`config.mk`:
```
export PLATFORM = sky130hd
export DESIGN_NAME = multicycle_control
export DESIGN_NICKNAME = d
export VERILOG_FILES = /design/src/rtl/multicycle_control_pkg.sv /design/src/rtl/multicycle_control_decode.sv /design/src/rtl/multicycle_control.sv
export SDC_FILE = /design/constraint.sdc
export NUM_CORES = 1
export LEC_CHECK = 0
export CORE_MARGIN = 2
export CORE_UTILIZATION = 49
export CTS_BUF_LIST = sky130_fd_sc_hd__clkbuf_8 sky130_fd_sc_hd__clkbuf_16
export CTS_CLUSTER_DIAMETER = 80
export DETAILED_ROUTE_END_ITERATION = 12
export HOLD_SLACK_MARGIN = 0.1
export PLACE_DENSITY_LB_ADDON = 0.1
export SETUP_SLACK_MARGIN = 0.2
export SYNTH_ARGS = -nofsm -noshare
export SYNTH_HDL_FRONTEND = slang
export SYNTH_SLANG_ARGS = --single-unit
```
`constraint.sdc`:
```
create_clock -name clk -period 3.4 [get_ports clk]
set_input_delay 0.68 -clock clk [delete_from_list [all_inputs] [get_ports clk]]
set_output_delay 0.68 -clock clk [all_outputs]
set_load 0.02 [all_outputs]
```
`src/rtl/multicycle_control_pkg.sv`:
```
// Shared definitions for the multi-cycle MIPS-style control FSM.
// Latency: n/a (types and constants only).
// Backpressure: n/a.
// Contents: state encodings, opcode constants, alu_op / alu_src_b / pc_src codes,
// the packed control-strobe bundle and the DECODE-stage opcode dispatch function.
package multicycle_control_pkg;

  typedef enum logic [3:0] {
    S_IDLE   = 4'd0,
    S_FETCH  = 4'd1,
    S_DECODE = 4'd2,
    S_MEMADR = 4'd3,
    S_MEMRD  = 4'd4,
    S_MEMWB  = 4'd5,
    S_MEMWR  = 4'd6,
    S_EXEC   = 4'd7,
    S_ALUWB  = 4'd8,
    S_BRANCH = 4'd9,
    S_ADDIEX = 4'd10,
    S_ADDIWB = 4'd11,
    S_JUMP   = 4'd12,
    S_HALT   = 4'd13
  } state_t;

  localparam logic [5:0] OP_RTYPE = 6'b000000;
  localparam logic [5:0] OP_LW    = 6'b100011;
  localparam logic [5:0] OP_SW    = 6'b101011;
  localparam logic [5:0] OP_BEQ   = 6'b000100;
  localparam logic [5:0] OP_ADDI  = 6'b001000;
  localparam logic [5:0] OP_J     = 6'b000010;

  localparam logic [1:0] ALUOP_ADD   = 2'b00;
  localparam logic [1:0] ALUOP_SUB   = 2'b01;
  localparam logic [1:0] ALUOP_FUNCT = 2'b10;

  localparam logic [1:0] ALUB_RT    = 2'b00;
  localparam logic [1:0] ALUB_FOUR  = 2'b01;
  localparam logic [1:0] ALUB_IMM   = 2'b10;
  localparam logic [1:0] ALUB_IMMSH = 2'b11;

  localparam logic [1:0] PCSRC_ALU    = 2'b00;
  localparam logic [1:0] PCSRC_ALUOUT = 2'b01;
  localparam logic [1:0] PCSRC_JUMP   = 2'b10;

  // Every datapath strobe/select in one bundle so the decoder drives a single port.
  typedef struct packed {
    logic       pc_write;
    logic       pc_write_cond;
    logic       iord;
    logic       mem_read;
    logic       mem_write;
    logic       ir_write;
    logic       mem_to_reg;
    logic       reg_dst;
    logic       reg_write;
    logic       alu_src_a;
    logic [1:0] alu_src_b;
    logic [1:0] alu_op;
    logic [1:0] pc_src;
  } ctrl_t;

  // State that follows DECODE for a given opcode; unknown opcodes halt.
  function automatic state_t decode_next(input logic [5:0] op);
    case (op)
      OP_RTYPE:     decode_next = S_EXEC;
      OP_LW, OP_SW: decode_next = S_MEMADR;
      OP_BEQ:       decode_next = S_BRANCH;
      OP_ADDI:      decode_next = S_ADDIEX;
      OP_J:         decode_next = S_JUMP;
      default:      decode_next = S_HALT;
    endcase
  endfunction

endpackage

```
`src/rtl/multicycle_control_decode.sv`:
```
// Combinational state -> datapath strobe decoder.
// Latency: zero cycles (pure combinational).
// Backpressure: mem_ready only gates the FETCH-stage IR/PC load; other states are pure Moore.
// Ports: state (current FSM state), mem_ready (memory handshake), ctrl (strobe bundle).
module multicycle_control_decode
  import multicycle_control_pkg::*;
(
  input  state_t state,
  input  logic   mem_ready,
  output ctrl_t  ctrl
);

  always_comb begin
    ctrl = '0;
    case (state)
      S_FETCH: begin
        ctrl.mem_read = 1'b1;
        ctrl.iord     = 1'b0;
        // IR and PC+4 may only load once the fetched word is actually present.
        if (mem_ready) begin
          ctrl.ir_write  = 1'b1;
          ctrl.pc_write  = 1'b1;
          ctrl.alu_src_b = ALUB_FOUR;
          ctrl.pc_src    = PCSRC_ALU;
        end
      end
      S_DECODE: begin
        // Speculatively compute the branch target into the ALU out register.
        ctrl.alu_src_a = 1'b0;
        ctrl.alu_src_b = ALUB_IMMSH;
        ctrl.alu_op    = ALUOP_ADD;
      end
      S_MEMADR: begin
        ctrl.alu_src_a = 1'b1;
        ctrl.alu_src_b = ALUB_IMM;
        ctrl.alu_op    = ALUOP_ADD;
      end
      S_MEMRD: begin
        ctrl.mem_read = 1'b1;
        ctrl.iord     = 1'b1;
      end
      S_MEMWR: begin
        ctrl.mem_write = 1'b1;
        ctrl.iord      = 1'b1;
      end
      S_MEMWB: begin
        ctrl.reg_write  = 1'b1;
        ctrl.mem_to_reg = 1'b1;
        ctrl.reg_dst    = 1'b0;
      end
      S_EXEC: begin
        ctrl.alu_src_a = 1'b1;
        ctrl.alu_src_b = ALUB_RT;
        ctrl.alu_op    = ALUOP_FUNCT;
      end
      S_ALUWB: begin
        ctrl.reg_write  = 1'b1;
        ctrl.reg_dst    = 1'b1;
        ctrl.mem_to_reg = 1'b0;
      end
      S_BRANCH: begin
        ctrl.alu_src_a     = 1'b1;
        ctrl.alu_src_b     = ALUB_RT;
        ctrl.alu_op        = ALUOP_SUB;
        ctrl.pc_write_cond = 1'b1;
        ctrl.pc_src        = PCSRC_ALUOUT;
      end
      S_ADDIEX: begin
        ctrl.alu_src_a = 1'b1;
        ctrl.alu_src_b = ALUB_IMM;
        ctrl.alu_op    = ALUOP_ADD;
      end
      S_ADDIWB: begin
        ctrl.reg_write = 1'b1;
        ctrl.reg_dst   = 1'b0;
      end
      S_JUMP: begin
        ctrl.pc_write = 1'b1;
        ctrl.pc_src   = PCSRC_JUMP;
      end
      default: ctrl = '0;   // IDLE, HALT: everything quiet
    endcase
  end

endmodule

```
`src/rtl/multicycle_control.sv`:
```
// Multi-cycle control FSM for the 32-bit MIPS-style datapath: sequencing, retire count, illegal-op halt.
// Latency: FETCH->retire 3 (beq, j), 4 (R-type, sw, addi), 5 (lw) cycles with memory always ready.
// Backpressure: each mem_ready=0 cycle in FETCH/MEMRD/MEMWR stretches the instruction by one cycle, strobes held.
// Ports: clk, reset (sync, active-high), run, opcode, mem_ready in; datapath strobes/selects,
// state (debug), illegal (sticky) and instr_count out.
module multicycle_control
  import multicycle_control_pkg::*;
#(
  parameter int COUNT_W = 16
) (
  input  logic               clk,
  input  logic               reset,
  input  logic               run,
  input  logic [5:0]         opcode,
  input  logic               mem_ready,
  output logic               pc_write,
  output logic               pc_write_cond,
  output logic               iord,
  output logic               mem_read,
  output logic               mem_write,
  output logic               ir_write,
  output logic               mem_to_reg,
  output logic               reg_dst,
  output logic               reg_write,
  output logic               alu_src_a,
  output logic [1:0]         alu_src_b,
  output logic [1:0]         alu_op,
  output logic [1:0]         pc_src,
  output logic [3:0]         state,
  output logic               illegal,
  output logic [COUNT_W-1:0] instr_count
);

  localparam logic [COUNT_W-1:0] CNT_ONE = {{(COUNT_W-1){1'b0}}, 1'b1};

  state_t cur;
  ctrl_t  ctrl;
  ctrl_t  ctrl_q;
  logic   retire;

  // Last cycle of every instruction; sw retires on its memory-ready cycle.
  always_comb begin
    retire = 1'b0;
    case (cur)
      S_MEMWB, S_ALUWB, S_BRANCH, S_ADDIWB, S_JUMP: retire = 1'b1;
      S_MEMWR:                                      retire = mem_ready;
      default:                                      retire = 1'b0;
    endcase
  end

  always_ff @(posedge clk) begin
    if (reset) begin
      cur         <= S_IDLE;
      illegal     <= 1'b0;
      instr_count <= '0;
    end else begin
      if (retire) instr_count <= instr_count + CNT_ONE;
      case (cur)
        S_IDLE:   if (run) cur <= S_FETCH;
        S_FETCH:  if (mem_ready) cur <= S_DECODE;
        S_DECODE: begin
          cur <= decode_next(opcode);
          if (decode_next(opcode) == S_HALT) illegal <= 1'b1;
        end
        S_MEMADR: cur <= (opcode == OP_SW) ? S_MEMWR : S_MEMRD;
        S_MEMRD:  if (mem_ready) cur <= S_MEMWB;
        S_MEMWR:  if (mem_ready) cur <= run ? S_FETCH : S_IDLE;
        S_EXEC:   cur <= S_ALUWB;
        S_ADDIEX: cur <= S_ADDIWB;
        S_MEMWB, S_ALUWB, S_BRANCH, S_ADDIWB, S_JUMP:
                  cur <= run ? S_FETCH : S_IDLE;
        S_HALT:   cur <= S_HALT;
        default:  cur <= S_IDLE;
      endcase
    end
  end

  multicycle_control_decode u_decode (
    .state     (cur),
    .mem_ready (mem_ready),
    .ctrl      (ctrl)
  );

  // Reset silences every strobe in the same cycle so an interrupted
  // instruction cannot complete a partial register or memory write.
  assign ctrl_q = reset ? '0 : ctrl;

  assign pc_write      = ctrl_q.pc_write;
  assign pc_write_cond = ctrl_q.pc_write_cond;
  assign iord          = ctrl_q.iord;
  assign mem_read      = ctrl_q.mem_read;
  assign mem_write     = ctrl_q.mem_write;
  assign ir_write      = ctrl_q.ir_write;
  assign mem_to_reg    = ctrl_q.mem_to_reg;
  assign reg_dst       = ctrl_q.reg_dst;
  assign reg_write     = ctrl_q.reg_write;
  assign alu_src_a     = ctrl_q.alu_src_a;
  assign alu_src_b     = ctrl_q.alu_src_b;
  assign alu_op        = ctrl_q.alu_op;
  assign pc_src        = ctrl_q.pc_src;
  assign state         = cur;

endmodule

```
==> results of run 1 <==
-- kinds of logic (layout without fill, tap and decap cells) --
family | after synthesis | count (layout) | share of synthesized area [%]
AO/OA/AOI/OAI | 45 | 45 | 22.55
XOR/XNOR | 17 | 17 | 10.32
adder cells (fa/ha/maj) | 1 | 1 | 0.8672
buffers and inverters | 19 | 60 | 6.677
flip-flops | 21 | 21 | 29.14
multiplexers | 1 | 1 | 0.6939
AND/OR/NAND/NOR | 81 | 81 | 29.75
-- stage by stage --
| stage | hold WS (ns) | cells | util [%] |
|---|---|---|---|
| 6_report | 0.4464 | 257 | 70.18 |
| 5_1_grt | 0.4717 | 257 | 70.18 |
| 3_5_place_dp | 0.4405 | 253 | 68.51 |
| 2_1_floorplan | 0.5220 | 185 | - |
| 4_1_cts | 0.4521 | 257 | 70.18 |
| 3_3_place_gp | 0.4359 | 253 | 68.51 |
-- flip-flops by register name, indices dropped and copies added (netlist names) --
| signal | cells |
|---|---|
| state | 4 |
| instr_count | 16 |
| illegal | 1 |
-- report_power, final --
part / internal (mW) / switching, mW / leakage (nW) / total (mW)
sequential: 0.263 / 0.0502 / 0.170 / 0.313
clock: 0.0816 / 0.0767 / 0.0255 / 0.158
combinational: 0.156 / 0.183 / 0.475 / 0.339
-- critical path: stages --
cell             delay (ns)
clkdlybuf4s50_1        0.51
nor3_1                 0.09
and3_2                 0.24
or2_2                  0.29
clkdlybuf4s50_1        0.56
-- synth_stat cells (all sizes together), types with 2 or more instances --
library cell	n	area share (%)
a211oi	6	4.3
a21boi	2	1.0
a21o	2	1.0
a21oi	8	2.8
a32oi	2	1.2
and2	3	1.3
and3	3	1.4
and4	3	1.8
buf	9	4.1
clkbuf	6	1.6
dfxtp	21	29
inv	4	1.0
nand2	14	3.6
nand2b	4	1.7
nand3	8	2.8
nor2	24	6.2
nor2b	5	2.2
nor3	4	1.4
nor4	4	1.7
o2111ai	3	1.8
o211ai	2	1.0
o21ai	11	4.1
or3	4	1.7
xnor2	12	7.3
xor2	5	3.0
-- worst max path at each step --
stage	cells past startpoint	start	to	slack, ns
6_report	5	reset	pc_write	0.35
5_1_grt	4	state[2]$_SDFFE_PP0P_	mem_write	0.23
4_1_cts	5	reset	pc_write	0.35
3_5_place_dp	5	reset	pc_write	0.36
3_3_place_gp	5	reset	pc_write	0.41
2_1_floorplan	4	state[2]$_SDFFE_PP0P_	mem_write	0.86
-- layer usage --
metal | vias up | routed length, µm | track usage (%)
li1 | 747 | - | -
met1 | 680 | 1674 | 31.17
met2 | 56 | 1635 | 32.58
met3 | 6 | 227 | 5.134
met4 | 0 | 36 | 6.977
met5 | - | 0 | 0
-- cell type report --
cell class / count / area share, %
Clock buffer: 3 / 2.115
Clock inverter: 1 / 0.2564
Timing Repair Buffer: 52 / 25.90
Inverter: 4 / 0.7692
Sequential cell: 21 / 21.54
Multi-Input combinational cell: 145 / 47.44
Tap cell: 31 / 1.987
==> impl_metrics.ini, run 1 <==
[sta]
finalClockSkew_ns = 0.001152
period_needed_ns = 3.047
drv_slew = 0
timing.final.crit_share_pct = 89.62
hold_viol_final = 0
fmax_ghz = 0.3282
setup_violations = 0
finalSetupTns_ns = 0
setup_slack_ns = 0.3530
rsz0062_at_grt = no
worst_slew_pin_slew_ns = 0.5757
relSlewSlack_pct = 61.57

[global_routing]
antenna_found_initial = 0
grt_pass1_wl_mm = 5.816
grt_max_degree = 19
grt_usage_pct = 21.90
overflow = 0
grt_pass1_vias = 1320

[synth]
synth_seq_area_share_pct = 29.14
synth_nets = 196
synth-main-ff-cell = dfxtp_1
ys_seq_elements = 21
synthArstFlopShare_pct = 0
syn-instance-count = 185
synth_edf_count = 0
ys.warnings.count = 0
syn_avg_cell_area_um2 = 7.798
synth_cell_types = 48
syn_area_um2 = 1443

[min_path]
hp-start = illegal$_SDFFE_PP0P_
whs_endpoint = illegal$_SDFFE_PP0P_
hold_class = register to register
min_path_cells = 2

[drt]
drc = 0
wirelength_mm = 3.573
drtAntennaViolNets = 0
wl_per_cell_um = 13.90
drtIter0Drc = 54
vias = 1489
vias_per_cell = 5.794
dr.pass1.iters = 4

[floorplanning]
die_h_um = 58.26
placeableCoreArea_um2 = 2781
die_x_um = 58.26
std_cell_rows = 19
pin_count = 47
initial_utilization_pct = 51.87
dieArea_um2 = 3394

[placement]
hpwl_mm = 2.733
place_area_um2 = 1906
portBuffers = 46
place.gp.congestion = 0.8291
pre_cts_slack_ns = 0.3590

[clock_network]
cts_resized = 0
cts_tree = yes
root_buffer = clkbuf_8
cts_made_buffers = 3
cts_hold_buf = 0
clk_latency_ns = 0.26
clock_sinks = 21
cts-htree-levels = 1
clkTransAtPathRegs_ns = 0.07
cts_buffer_depth = 2
cts_setup_buffers = 0

[worst_setup_path]
r2r_slack_ns = 1.27
cp_max_fo = 4
regToRegEndpoint = instr_count[15]$_SDFFE_PP0P_
start_kind = input port
critPathCaptureType = output pin
rr_startpoint = state[2]$_SDFFE_PP0P_
arrival_ns = 2.37
required_ns = 2.72
r2r_cells = 6
path_class = input port to output pin

[layout]
num-nets-final = 238
fill_cells = 232
layout.area.seq_um2 = 420.4
areaGrowthSynthToFinish_pct = 35.30
final_cell_mix = 46 x clkdlybuf4s50_1, 24 x nor2_1, 21 x dfxtp_1, 14 x nand2_1, 12 x xnor2_1
fin_area_um2 = 1952
multi_input_area_um2 = 925.9
drive_gt1_share_pct = 7.522
layout_commonest_cell = clkdlybuf4s50_1
diodes = 0

[run_status]
outcome = complete, no violations

[power_and_ir_drop]
worst_ir_drop_vdd_mv = 0.4652
leakage_nw = 0.6699
total_power_uw = 810.1
power.density_nw_per_um2 = 415.0

[run]
maxCapViolCount = 0
No activity file was read; power rests on OpenSTA's default activity.
==> inputs of run 2 (changes only) <==
RECOVER_POWER = 25   (was default)
clock period = 3.6 ns   (was 3.4 ns; I/O delays follow)
==> run 2 against run 1 <==
Compared with the run above: non-clock buffer count down 3; via count is 1.9% lower; sequential power down 4%; first-iteration DRC count grew 35%; clock skew rose by 0.0033 ns; global-route usage grew 0.31 points; count of clock-buffer cells in the layout stayed put; flip-flop and latch count stayed put; sequential share of layout area is 0.27 points higher; register-to-register slack better by 0.16 ns.
==> impl_metrics.ini, run 2 (same netlist as run 1, synthesis figures left out) <==
[run_status]
outcome = complete, no violations

[floorplanning]
die_h_um = 58.26
placeableCoreArea_um2 = 2781
dieArea_um2 = 3394
die_x_um = 58.26
std_cell_rows = 19
initial_utilization_pct = 51.87
pin_count = 47

[clock_network]
cts_resized = 0
cts_setup_buffers = 0
clock_sinks = 21
cts_hold_buf = 0
cts_made_buffers = 3
cts-htree-levels = 1
clkTransAtPathRegs_ns = 0.07
root_buffer = clkbuf_8
cts_buffer_depth = 2
clk_latency_ns = 0.26
cts_tree = yes

[power_and_ir_drop]
worst_ir_drop_vdd_mv = 0.5270
leakage_nw = 0.7024
intPower_uw = 465.3
p_sw_share_pct = 38.58
p_comb_share_pct = 40.7
switching_power_uw = 292.3
clock_power_share_pct = 19.7
seq_power_share_pct = 39.5
power.density_nw_per_um2 = 392.9

[layout]
areaGrowthSynthToFinish_pct = 33.65
layout_commonest_cell = clkdlybuf4s50_1
multi_input_area_um2 = 925.9
num-nets-final = 235
instances_no_fill = 254
fill_cells = 245
diodes = 0
drive_gt1_share_pct = 5.830
layout.area.seq_um2 = 420.4
largest_reg_flops = 16
regMostFlops = instr_count
final_cell_mix = 32 x clkdlybuf4s50_1, 24 x nor2_1, 21 x dfxtp_1, 14 x nand2_1, 14 x dlygate4sd3_1

[worst_setup_path]
start_kind = register
arrival_ns = 2.52
max_stage_delay_ns = 0.79
crit_chain = inv_1, nor4_1, and2_1, clkdlybuf4s50_1
required_ns = 2.88
crit_slowest_cell = dfxtp_1
cp_max_fo = 21
critPathCaptureType = output pin
path_class = register to output pin

[drt]
vias_per_cell = 5.752
wl_per_cell_um = 14.42
vias = 1461
drtAntennaViolNets = 0
drtIter0Drc = 73
drc = 0
wirelength_mm = 3.662
dr.pass1.iters = 4

[sta]
relSlewSlack_pct = 51.70
rsz0062_at_grt = no
finalSetupTns_ns = 0
worst_slew_pin_slew_ns = 0.7235
hold_viol_final = 0
period_needed_ns = 3.237
timing.final.crit_share_pct = 89.92
setup_slack_ns = 0.3629
finalClockSkew_ns = 0.004444
fmax_ghz = 0.3089
setup_violations = 0
drv_slew = 0

[min_path]
hold_class = register to register

[global_routing]
grt_max_degree = 30
overflow = 0
grt_usage_pct = 22.21
antenna_found_initial = 0
grt_pass1_vias = 1331
grt_pass1_wl_mm = 5.954

[placement]
dpl.cell_count = 250
portBuffers = 46
place.gp.congestion = 0.8961
pre_cts_slack_ns = 0.4212
hpwl_mm = 2.697

[run]
maxCapViolCount = 0
[run 2: area by class of cell]
type                    instances  area share [%]
well taps                      31           2.012
clock inverters                 1          0.1947
clock buffers                   3           2.141
flip-flops and latches         21           21.80
repair buffers                 49           25.05
inverters                       4          0.7787
multi-input cells             145           48.02
[run 2: per-stage QoR]
stage / power [mW] / cell area, µm² / util [%] / hold WS, ns
finish: 0.7575 / 1928 / 69.32 / 0.4443
floorplan: 0.5104 / 1443 / - / 0.5220
global route: 0.8042 / 1928 / 69.32 / 0.4842
global placement: 0.6034 / 1883 / 67.70 / 0.4404
detailed placement: 0.6075 / 1883 / 67.70 / 0.4407
CTS: 0.7560 / 1928 / 69.32 / 0.4514
[run 2: power groups by stage]
stage / Sequential, mW / Combinational [mW] / Clock (mW)
after global placement: 0.303 / 0.300 / 0
final: 0.300 / 0.308 / 0.150
after global routing: 0.305 / 0.337 / 0.163
after CTS: 0.298 / 0.306 / 0.152
after detailed placement: 0.303 / 0.304 / 0
after floorplan: 0.287 / 0.224 / 0
[run 2: per-layer routing]
metal	vias up	track usage [%]	share of wire, %	routed length, µm
met3	2	5.357	6.4	234
met5	-	0	0	0
met4	0	3.987	0.44	16
met1	672	30.30	46	1691
li1	740	-	-	-
met2	47	35.96	47	1720
[run 2: worst paths after layout]
kind,start,endpoint,slack [ns],cells after the start
setup / recovery,state[2]$_SDFFE_PP0P_,mem_write,0.36,4
hold / removal,illegal$_SDFFE_PP0P_,illegal$_SDFFE_PP0P_,0.44,2
setup reg to reg,state[2]$_SDFFE_PP0P_,instr_count[15]$_SDFFE_PP0P_,1.43,5
hold reg to reg,illegal$_SDFFE_PP0P_,illegal$_SDFFE_PP0P_,0.44,2
[run 2: worst max-delay path, delay by kind of cell (launching register included)]
family        cells  cell delay [ns]
buf+inv           2             0.87
flops             1             0.79
simple gates      2             0.59
==> inputs of run 3 (changes only) <==
clock period = 4.1 ns   (was 3.6 ns; I/O delays follow)
==> run 3 against run 2 <==
Compared with the run above: sequential power shrank 8.3%; clock skew shrank 0.00095 ns; final area down 0.32%; worst hold slack is essentially flat; final cell count fell by 0.39%; wire length is 4.3% lower; global-route usage decreased by 0.67 points; core utilization fell by 0.22 points; critical path depth increased by 2; first-iteration DRC count fell by 41%; count of clock-buffer cells in the layout unchanged.
==> impl_metrics.ini, run 3 (same netlist as run 1, synthesis figures left out) <==
[run_status]
outcome = complete, no violations

[worst_setup_path]
cp_max_fo = 14
required_ns = 3.28
path_class = input port to output pin
r2r_cells = 5
r2r_slack_ns = 1.94
rr_startpoint = state[2]$_SDFFE_PP0P_
start_kind = input port
regToRegEndpoint = instr_count[15]$_SDFFE_PP0P_
arrival_ns = 2.67
critPathCaptureType = output pin

[drt]
drtAntennaViolNets = 0
wirelength_mm = 3.506
drtIter0Drc = 43
vias = 1466
wl_per_cell_um = 13.86
drc = 0
dr.pass1.iters = 4
vias_per_cell = 5.794

[sta]
setup_violations = 0
rsz0062_at_grt = no
finalSetupTns_ns = 0
fmax_ghz = 0.2865
relSlewSlack_pct = 45.60
worst_slew_pin_slew_ns = 0.8148
drv_slew = 0
timing.final.crit_share_pct = 85.12
finalClockSkew_ns = 0.003491
period_needed_ns = 3.490
hold_viol_final = 0
setup_slack_ns = 0.6102

[placement]
pre_cts_slack_ns = 0.6087
dpl.cell_count = 249
place.gp.congestion = 0.8698
hpwl_mm = 2.577
portBuffers = 46

[floorplanning]
initial_utilization_pct = 51.87
placeableCoreArea_um2 = 2781
pin_count = 47
die_h_um = 58.26
dieArea_um2 = 3394
std_cell_rows = 19
die_x_um = 58.26

[clock_network]
clk_latency_ns = 0.26
cts_hold_buf = 0
cts_made_buffers = 3
clkTransAtPathRegs_ns = 0.08
root_buffer = clkbuf_8
cts_tree = yes
cts_setup_buffers = 0
cts_buffer_depth = 2
cts_resized = 0
clock_sinks = 21
cts-htree-levels = 1

[power_and_ir_drop]
worst_ir_drop_vdd_mv = 0.2709
power.density_nw_per_um2 = 343.5
leakage_nw = 0.6916
total_power_uw = 660.2

[layout]
regMostFlops = instr_count
largest_reg_flops = 16
diodes = 0
finish.utilization_pct = 69.10
areaGrowthSynthToFinish_pct = 33.22
final_cell_mix = 32 x clkdlybuf4s50_1, 24 x nor2_1, 21 x dfxtp_1, 14 x nand2_1, 14 x dlygate4sd3_1
fill_cells = 244
num-nets-final = 234
layout_commonest_cell = clkdlybuf4s50_1
instances_no_fill = 253
drive_gt1_share_pct = 5.856

[global_routing]
antenna_found_initial = 0
grt_pass1_wl_mm = 5.796
grt_pass1_vias = 1287
grt_usage_pct = 21.54
grt_max_degree = 26
overflow = 0

[run]
maxCapViolCount = 0

[min_path]
min_path_cells = 2
hold_class = register to register
whs_endpoint = illegal$_SDFFE_PP0P_
hp-start = illegal$_SDFFE_PP0P_
==> run 3: changes by cell type in the layout (fill, tap and decap cells not counted), sizes merged <==
| cell | previous run | this run |
|---|---|---|
| inv | 5 | 4 |
| buf | 3 | 2 |
| clkinv | 0 | 1 |
==> run 3: metal layers <==
layer  vias up  track usage, %  wire length (µm)  part of all wire [%]
li1        733               -                 -                     -
met1       696           30.52              1655                    47
met2        33           33.39              1677                    48
met3         4           5.357               152                   4.3
met4         0           3.987                21                  0.60
met5         -               0                 0                     0
==> run 3: worst max-delay path by stage <==
stage,depth (start not counted),end,slack [ns],startpoint
final,6,pc_write,0.61,reset
after CTS,6,pc_write,0.61,reset
after floorplan,2,mem_write,1.39,reset
after global placement,6,pc_write,0.65,reset
after global routing,6,pc_write,0.55,reset
after detailed placement,6,pc_write,0.61,reset
==> run 3: power breakdown <==
part	switching [mW]	internal (mW)
combinational	0.130	0.120
clock	0.0670	0.0677
sequential	0.0577	0.218
==> run 3: through the flow <==
step | area [µm²] | hold slack [ns]
after detailed placement | 1876 | 0.4393
after floorplan | 1443 | 0.5220
after global placement | 1876 | 0.4407
after CTS | 1922 | 0.4498
after global routing | 1922 | 0.4777
final | 1922 | 0.4439
==> run 3: area by class of cell <==
class	count	area [µm²]	area share [%]
Clock buffer	3	41.29	2.148
Clock inverter	1	5.005	0.2604
Inverter	4	15.01	0.7813
Multi-Input combinational cell	145	925.9	48.18
Sequential cell	21	420.4	21.88
Tap cell	31	38.79	2.018
Timing Repair Buffer	48	475.5	24.74
==> run 3: worst max-delay path, stage by stage <==
cell and delay [ns]:
clkdlybuf4s50_1 0.48, buf_4 0.19, nor3_1 0.09, and3_2 0.25, or2_2 0.29, clkdlybuf4s50_1 0.54
==> RTL edit 1: new RTL, settings of run 3 <==
The parameter `COUNT_W` goes from 16 to 32.
--- a/src/rtl/multicycle_control.sv
+++ b/src/rtl/multicycle_control.sv
@@ -6,7 +6,7 @@
 module multicycle_control
   import multicycle_control_pkg::*;
 #(
-  parameter int COUNT_W = 16
+  parameter int COUNT_W = 32
 ) (
   input  logic               clk,
   input  logic               reset,
Interface: changed (resized instr_count); port bits go from 47 to 63. The function was not compared with the original's and may differ.
==> RTL edit 1 against run 3 <==
Total power increased by 55%; hold slack improved by 0.034 ns; area after synthesis increased by 54%; sequential cell count increased by 16; critical path depth unchanged; worst setup slack improved by 0.037 ns; largest power group unchanged; via count increased by 51%; design area increased by 53%; clock power increased by 100%; wire length increased by 65%; clock skew increased by 0.0042 ns.
==> RTL edit 1: results (changes against run 3) <==
{
  "first_pass_grt_wire_length": {"value": 9.85, "unit": "mm", "change": "was 5.80 mm"},
  "avgViaCountPerCell": {"value": 5.82, "change": "was 5.79"},
  "htree_levels": {"value": 2, "change": "was 1"},
  "synthesis.nets": {"value": 285, "change": "was 196"},
  "synth_top_cells_by_count": {"value": "39 x sky130_fd_sc_hd__nor2_1, 37 x sky130_fd_sc_hd__dfxtp_1, 18 x sky130_fd_sc_hd__xor2_1, 17 x sky130_fd_sc_hd__nand2_1, 15 x sky130_fd_sc_hd__a21oi_1", "change": "was 24 x sky130_fd_sc_hd__nor2_1, 21 x sky130_fd_sc_hd__dfxtp_1, 14 x sky130_fd_sc_hd__nand2_1, 12 x sky130_fd_sc_hd__xnor2_1, 10 x sky130_fd_sc_hd__o21ai_0"},
  "detail_route.first_pass.iterations": {"value": 5, "change": "was 4"},
  "status": {"value": "completed", "change": "unchanged"},
  "drive_above_1_share": {"value": 6.99, "unit": "%", "change": "was 5.86%"},
  "number_of_global_route_vias_before_repair": {"value": 2044, "change": "was 1287"},
  "finalWeightedCongestion": {"value": 0.876, "change": "was 0.870"},
  "place.detailed.hpwl": {"value": 4.09, "unit": "mm", "change": "was 2.58 mm"},
  "largest_reg_flops": {"value": 32, "change": "was 16"},
  "final_net_count": {"value": 339, "change": "was 234"},
  "yosys-top-cells-area": {"value": "sky130_fd_sc_hd__dfxtp_1 33%, sky130_fd_sc_hd__xor2_1 7.1%, sky130_fd_sc_hd__nor2_1 6.6%", "change": "was sky130_fd_sc_hd__dfxtp_1 29%, sky130_fd_sc_hd__xnor2_1 7.3%, sky130_fd_sc_hd__nor2_1 6.2%"},
  "synth.distinct_cells": {"value": 51, "change": "was 48"},
  "postRouteWirelength": {"value": 5.79, "unit": "mm", "change": "was 3.51 mm"},
  "synth.yosys.seq_area_share": {"value": 33.4, "unit": "%", "change": "was 29.1%"},
  "wp_data_arrival": {"value": 2.63, "unit": "ns", "change": "was 2.67 ns"},
  "critPathMaxFanout": {"value": 18, "change": "was 14"},
  "port-buffer-count": {"value": 62, "change": "was 46"},
  "cts_buffers": {"value": 5, "change": "was 3"},
  "ir_drop": {"value": 0.201, "unit": "mV", "change": "was 0.271 mV"},
  "grt_usage": {"value": 24.1, "unit": "%", "change": "was 21.5%"},
  "place_worst_setup_slack": {"value": 0.654, "unit": "ns", "change": "was 0.609 ns"},
  "count_of_warnings_emitted_by_yosys": {"value": 0, "change": "unchanged"}
}
==> RTL edit 1: cell types whose count changed after synthesis, moves of 5 or more <==
cell / before / now
sky130_fd_sc_hd__nor2_1: 24 / 39
sky130_fd_sc_hd__nor3_1: 4 / 11
sky130_fd_sc_hd__xor2_1: 5 / 18
sky130_fd_sc_hd__a21oi_1: 8 / 15
sky130_fd_sc_hd__dfxtp_1: 21 / 37
sky130_fd_sc_hd__o2111ai_1: 3 / 8
==> RTL edit 1: cells by family (layout without fill, tap and decap cells) <==
logic type      after synthesis  count (layout)  synth area share [%]
simple gates                114             114                  27.4
compound gates               67              67                  21.3
flops                        37              37                  33.4
xor+xnor                     30              30                  11.9
buf+inv                      23              78                  4.46
fa+ha+maj                     2               2                  1.02
mux                           1               1                 0.508
==> RTL edit 1: worst paths after layout <==
| path | end | from | slack (ns) |
|---|---|---|---|
| worst max-delay path | pc_write | reset | 0.65 |
| worst min-delay path | illegal | illegal | 0.48 |
| worst max register to register | instr_count[31] | state[2] | 1.72 |
| worst min register to register | illegal | illegal | 0.48 |
==> RTL edit 1: area by class of cell <==
class,count,area [sq um]
timing repair buffer,65,643
inverter,5,18.8
fill,374,1410
sequential,37,741
tap,52,65.1
clock inverter,2,13.8
clock buffer,6,82.6
multi-input combinational,214,1380
==> RTL edit 1: worst max-delay path: cells and delay by family <==
| kind | cells | cell delay (ns) |
|---|---|---|
| buffers and inverters | 3 | 1.27 |
| AND/OR/NAND/NOR | 3 | 0.54 |
==> RTL edit 1: per-stage QoR <==
step           cells  instance area (sq um)
4_1_cts          381                   2940
2_1_floorplan    274                   2220
3_3_place_gp     373                   2840
5_1_grt          381                   2940
6_report         381                   2940
3_5_place_dp     373                   2840
==> RTL edit 1: where the power goes <==
group	switching [W]	leakage (nW)	total, W	internal (W)
combinational	0.000195	0.706	0.000331	0.000136
clock	0.000139	0.0512	0.000275	0.000136
sequential	0.0000425	0.298	0.000418	0.000375
total	0.000376	1.06	0.00102	0.000648
==> RTL edit 1: metal layers <==
metal | global-route usage (%) | wire length, um | vias up
li1 | - | - | 1109
met1 | 34.6 | 2800 | 1036
met2 | 35.1 | 2630 | 64
met3 | 4.50 | 257 | 7
met4 | 10.7 | 96 | 0
met5 | 0 | 0 | -
==> RTL edit 2: new RTL, config.mk and constraints of run 3 <==
Without the edit above. Reset style: asynchronous (`reset`), changed in one clocked block.
--- a/src/rtl/multicycle_control.sv
+++ b/src/rtl/multicycle_control.sv
@@ -48,7 +48,7 @@
     endcase
   end
 
-  always_ff @(posedge clk) begin
+  always_ff @(posedge clk or posedge reset) begin
     if (reset) begin
       cur         <= S_IDLE;
       illegal     <= 1'b0;
Formal check against the unedited RTL: differs if reset is asserted again (counterexample within 4 cycles, from zero or initial values and one cycle with reset high); with reset held inactive, the same outputs for 10 cycles.
==> RTL edit 2 against run 3 <==
Design area is 1.6% higher; sequential cell count stayed put; first-iteration DRC count is 37% higher; wire length is 6.4% lower; the flow now finishes with violations (DRC); global-route usage is 1.1 points lower; area after synthesis is 1.6% higher; critical path type unchanged; maximum frequency hardly changed; worst setup slack worse by 0.0028 ns; synthesized cell count is 9.2% lower.
Power is not compared: it rests on default switching activity, and its combinational part moved more than twofold at a synthesized area within 25%.
==> RTL edit 2: results (changes against run 3) <==
{
  "timing.hold.worst_path_depth": {"value": 1, "change": "was 2"},
  "route.detailed.wl_per_inst": {"value": 13.8, "unit": "um", "change": "was 13.9 um"},
  "n_fill_cell": {"value": 238, "change": "was 244"},
  "drive_above_1_share": {"value": 7.73, "unit": "%", "change": "was 5.86%"},
  "synth-async-reset-ratio": {"value": 100, "unit": "%", "change": "was 0%"},
  "avgViaCountPerCell": {"value": 5.70, "change": "was 5.79"},
  "detailed_place.area": {"value": 1910, "unit": "sq um", "change": "was 1880 sq um"},
  "synthesis.nets": {"value": 179, "change": "was 196"},
  "grt_usage": {"value": 20.5, "unit": "%", "change": "was 21.5%"},
  "finalWeightedCongestion": {"value": 0.911, "change": "was 0.870"},
  "critPathMaxFanout": {"value": 5, "change": "was 14"},
  "synth.yosys.seq_area_share": {"value": 35.9, "unit": "%", "change": "was 29.1%"},
  "worstSetupStartpoint": {"value": "mem_ready", "change": "was reset"},
  "drt_first_iter_violations": {"value": 59, "change": "was 43"},
  "number_of_global_route_vias_before_repair": {"value": 1210, "change": "was 1287"},
  "synth.distinct_cells": {"value": 40, "change": "was 48"},
  "final_net_count": {"value": 219, "change": "was 234"},
  "finClkSkew": {"value": 0.00234, "unit": "ns", "change": "was 0.00349 ns"},
  "routed-via-count": {"value": 1357, "change": "was 1466"},
  "yosys-top-cells-area": {"value": "sky130_fd_sc_hd__dfrtp_1 36%, sky130_fd_sc_hd__xor2_1 6.0%, sky130_fd_sc_hd__xnor2_1 5.4%", "change": "was sky130_fd_sc_hd__dfxtp_1 29%, sky130_fd_sc_hd__xnor2_1 7.3%, sky130_fd_sc_hd__nor2_1 6.2%"},
  "first_pass_grt_wire_length": {"value": 5.49, "unit": "mm", "change": "was 5.80 mm"},
  "cts.path.max_buffers": {"value": 2, "change": "unchanged"},
  "worst_pin_slew": {"value": 1.15, "unit": "ns", "change": "was 0.815 ns"},
  "place.detailed.hpwl": {"value": 2.42, "unit": "mm", "change": "was 2.58 mm"},
  "largest-register": {"value": "instr_count", "change": "unchanged"},
  "synth.avg_cell_area": {"value": 8.72, "unit": "sq um", "change": "was 7.80 sq um"},
  "synth_top_cells_by_count": {"value": "21 x sky130_fd_sc_hd__dfrtp_1, 15 x sky130_fd_sc_hd__nor2_1, 14 x sky130_fd_sc_hd__nand2_1, 11 x sky130_fd_sc_hd__inv_1", "change": "was 24 x sky130_fd_sc_hd__nor2_1, 21 x sky130_fd_sc_hd__dfxtp_1, 14 x sky130_fd_sc_hd__nand2_1, 12 x sky130_fd_sc_hd__xnor2_1, 10 x sky130_fd_sc_hd__o21ai_0"},
  "grt_max_degree": {"value": 24, "change": "was 26"},
  "htree_levels": {"value": 1, "change": "unchanged"},
  "place.detailed.instances": {"value": 234, "change": "was 249"},
  "failed_checks": {"value": "DRC"},
  "drt_drc_violations_left": {"value": 4, "change": "was 0"},
  "status": {"value": "finished, violations left", "change": "was completed"},
  "hold_crit_start": {"value": "instr_count[15]", "change": "was illegal"}
}
-- RTL edit 2: per-layer routing --
| metal | global-route usage (%) | routed length [um] | vias up |
|---|---|---|---|
| met4 | 3.90 | 8 | 0 |
| met2 | 33.4 | 1560 | 41 |
| met3 | 4.40 | 209 | 2 |
| met5 | 0 | 0 | - |
| li1 | - | - | 663 |
| met1 | 28.5 | 1500 | 651 |
-- RTL edit 2: worst max-delay path, cell delays in order --
cell and delay (ns):
sky130_fd_sc_hd__clkdlybuf4s50_1 0.55, sky130_fd_sc_hd__inv_1 0.07, sky130_fd_sc_hd__or2_2 0.32, sky130_fd_sc_hd__nor3_1 0.18, sky130_fd_sc_hd__or2_2 0.14, sky130_fd_sc_hd__clkdlybuf4s50_1 0.59
-- RTL edit 2: worst paths after layout --
kind / to / slack, ns
worst max-delay path: pc_write / 0.61
worst min-delay path: instr_count[15] / 0.47
worst max register to register: instr_count[15] / 2.01
worst min register to register: instr_count[15] / 0.47
max in group asynchronous: instr_count[6] / 1.83
min in group asynchronous: state[0] / 1.58
-- RTL edit 2: area by class of cell --
class                      count  area [sq um]  area share (%)
clock buffer                   3          41.3            2.12
clock inverter                 1          3.75           0.192
inverter                      11          41.3            2.12
multi-input combinational    124           837            42.9
sequential                    21           526            26.9
tap                           31          38.8            1.99
timing repair buffer          47           464            23.8
-- RTL edit 2: through the flow --
stage,setup WS [ns],utilization (%)
global route,0.475,69.6
global placement,0.645,68.1
floorplan,1.22,-
detailed placement,0.608,68.1
CTS,0.602,69.7
finish,0.607,69.6
-- RTL edit 2: kinds of logic (layout without fill, tap and decap cells) --
logic type | Yosys count | after routing | synth area share, %
simple gates | 74 | 74 | 28.4
compound gates | 27 | 27 | 14.3
buf+inv | 23 | 62 | 7.00
flops | 21 | 21 | 35.9
xor+xnor | 19 | 19 | 11.4
mux | 3 | 3 | 2.13
fa+ha+maj | 1 | 1 | 0.854
-- RTL edit 2: power groups by stage --
stage	combinational [W]	sequential [W]	clock, W
after global routing	0.000700	0.000416	0.000143
after floorplan	0.000443	0.000388	0
final	0.000649	0.000403	0.000130
after global placement	0.000643	0.000400	0
after CTS	0.000656	0.000399	0.000136
after detailed placement	0.000652	0.000402	0
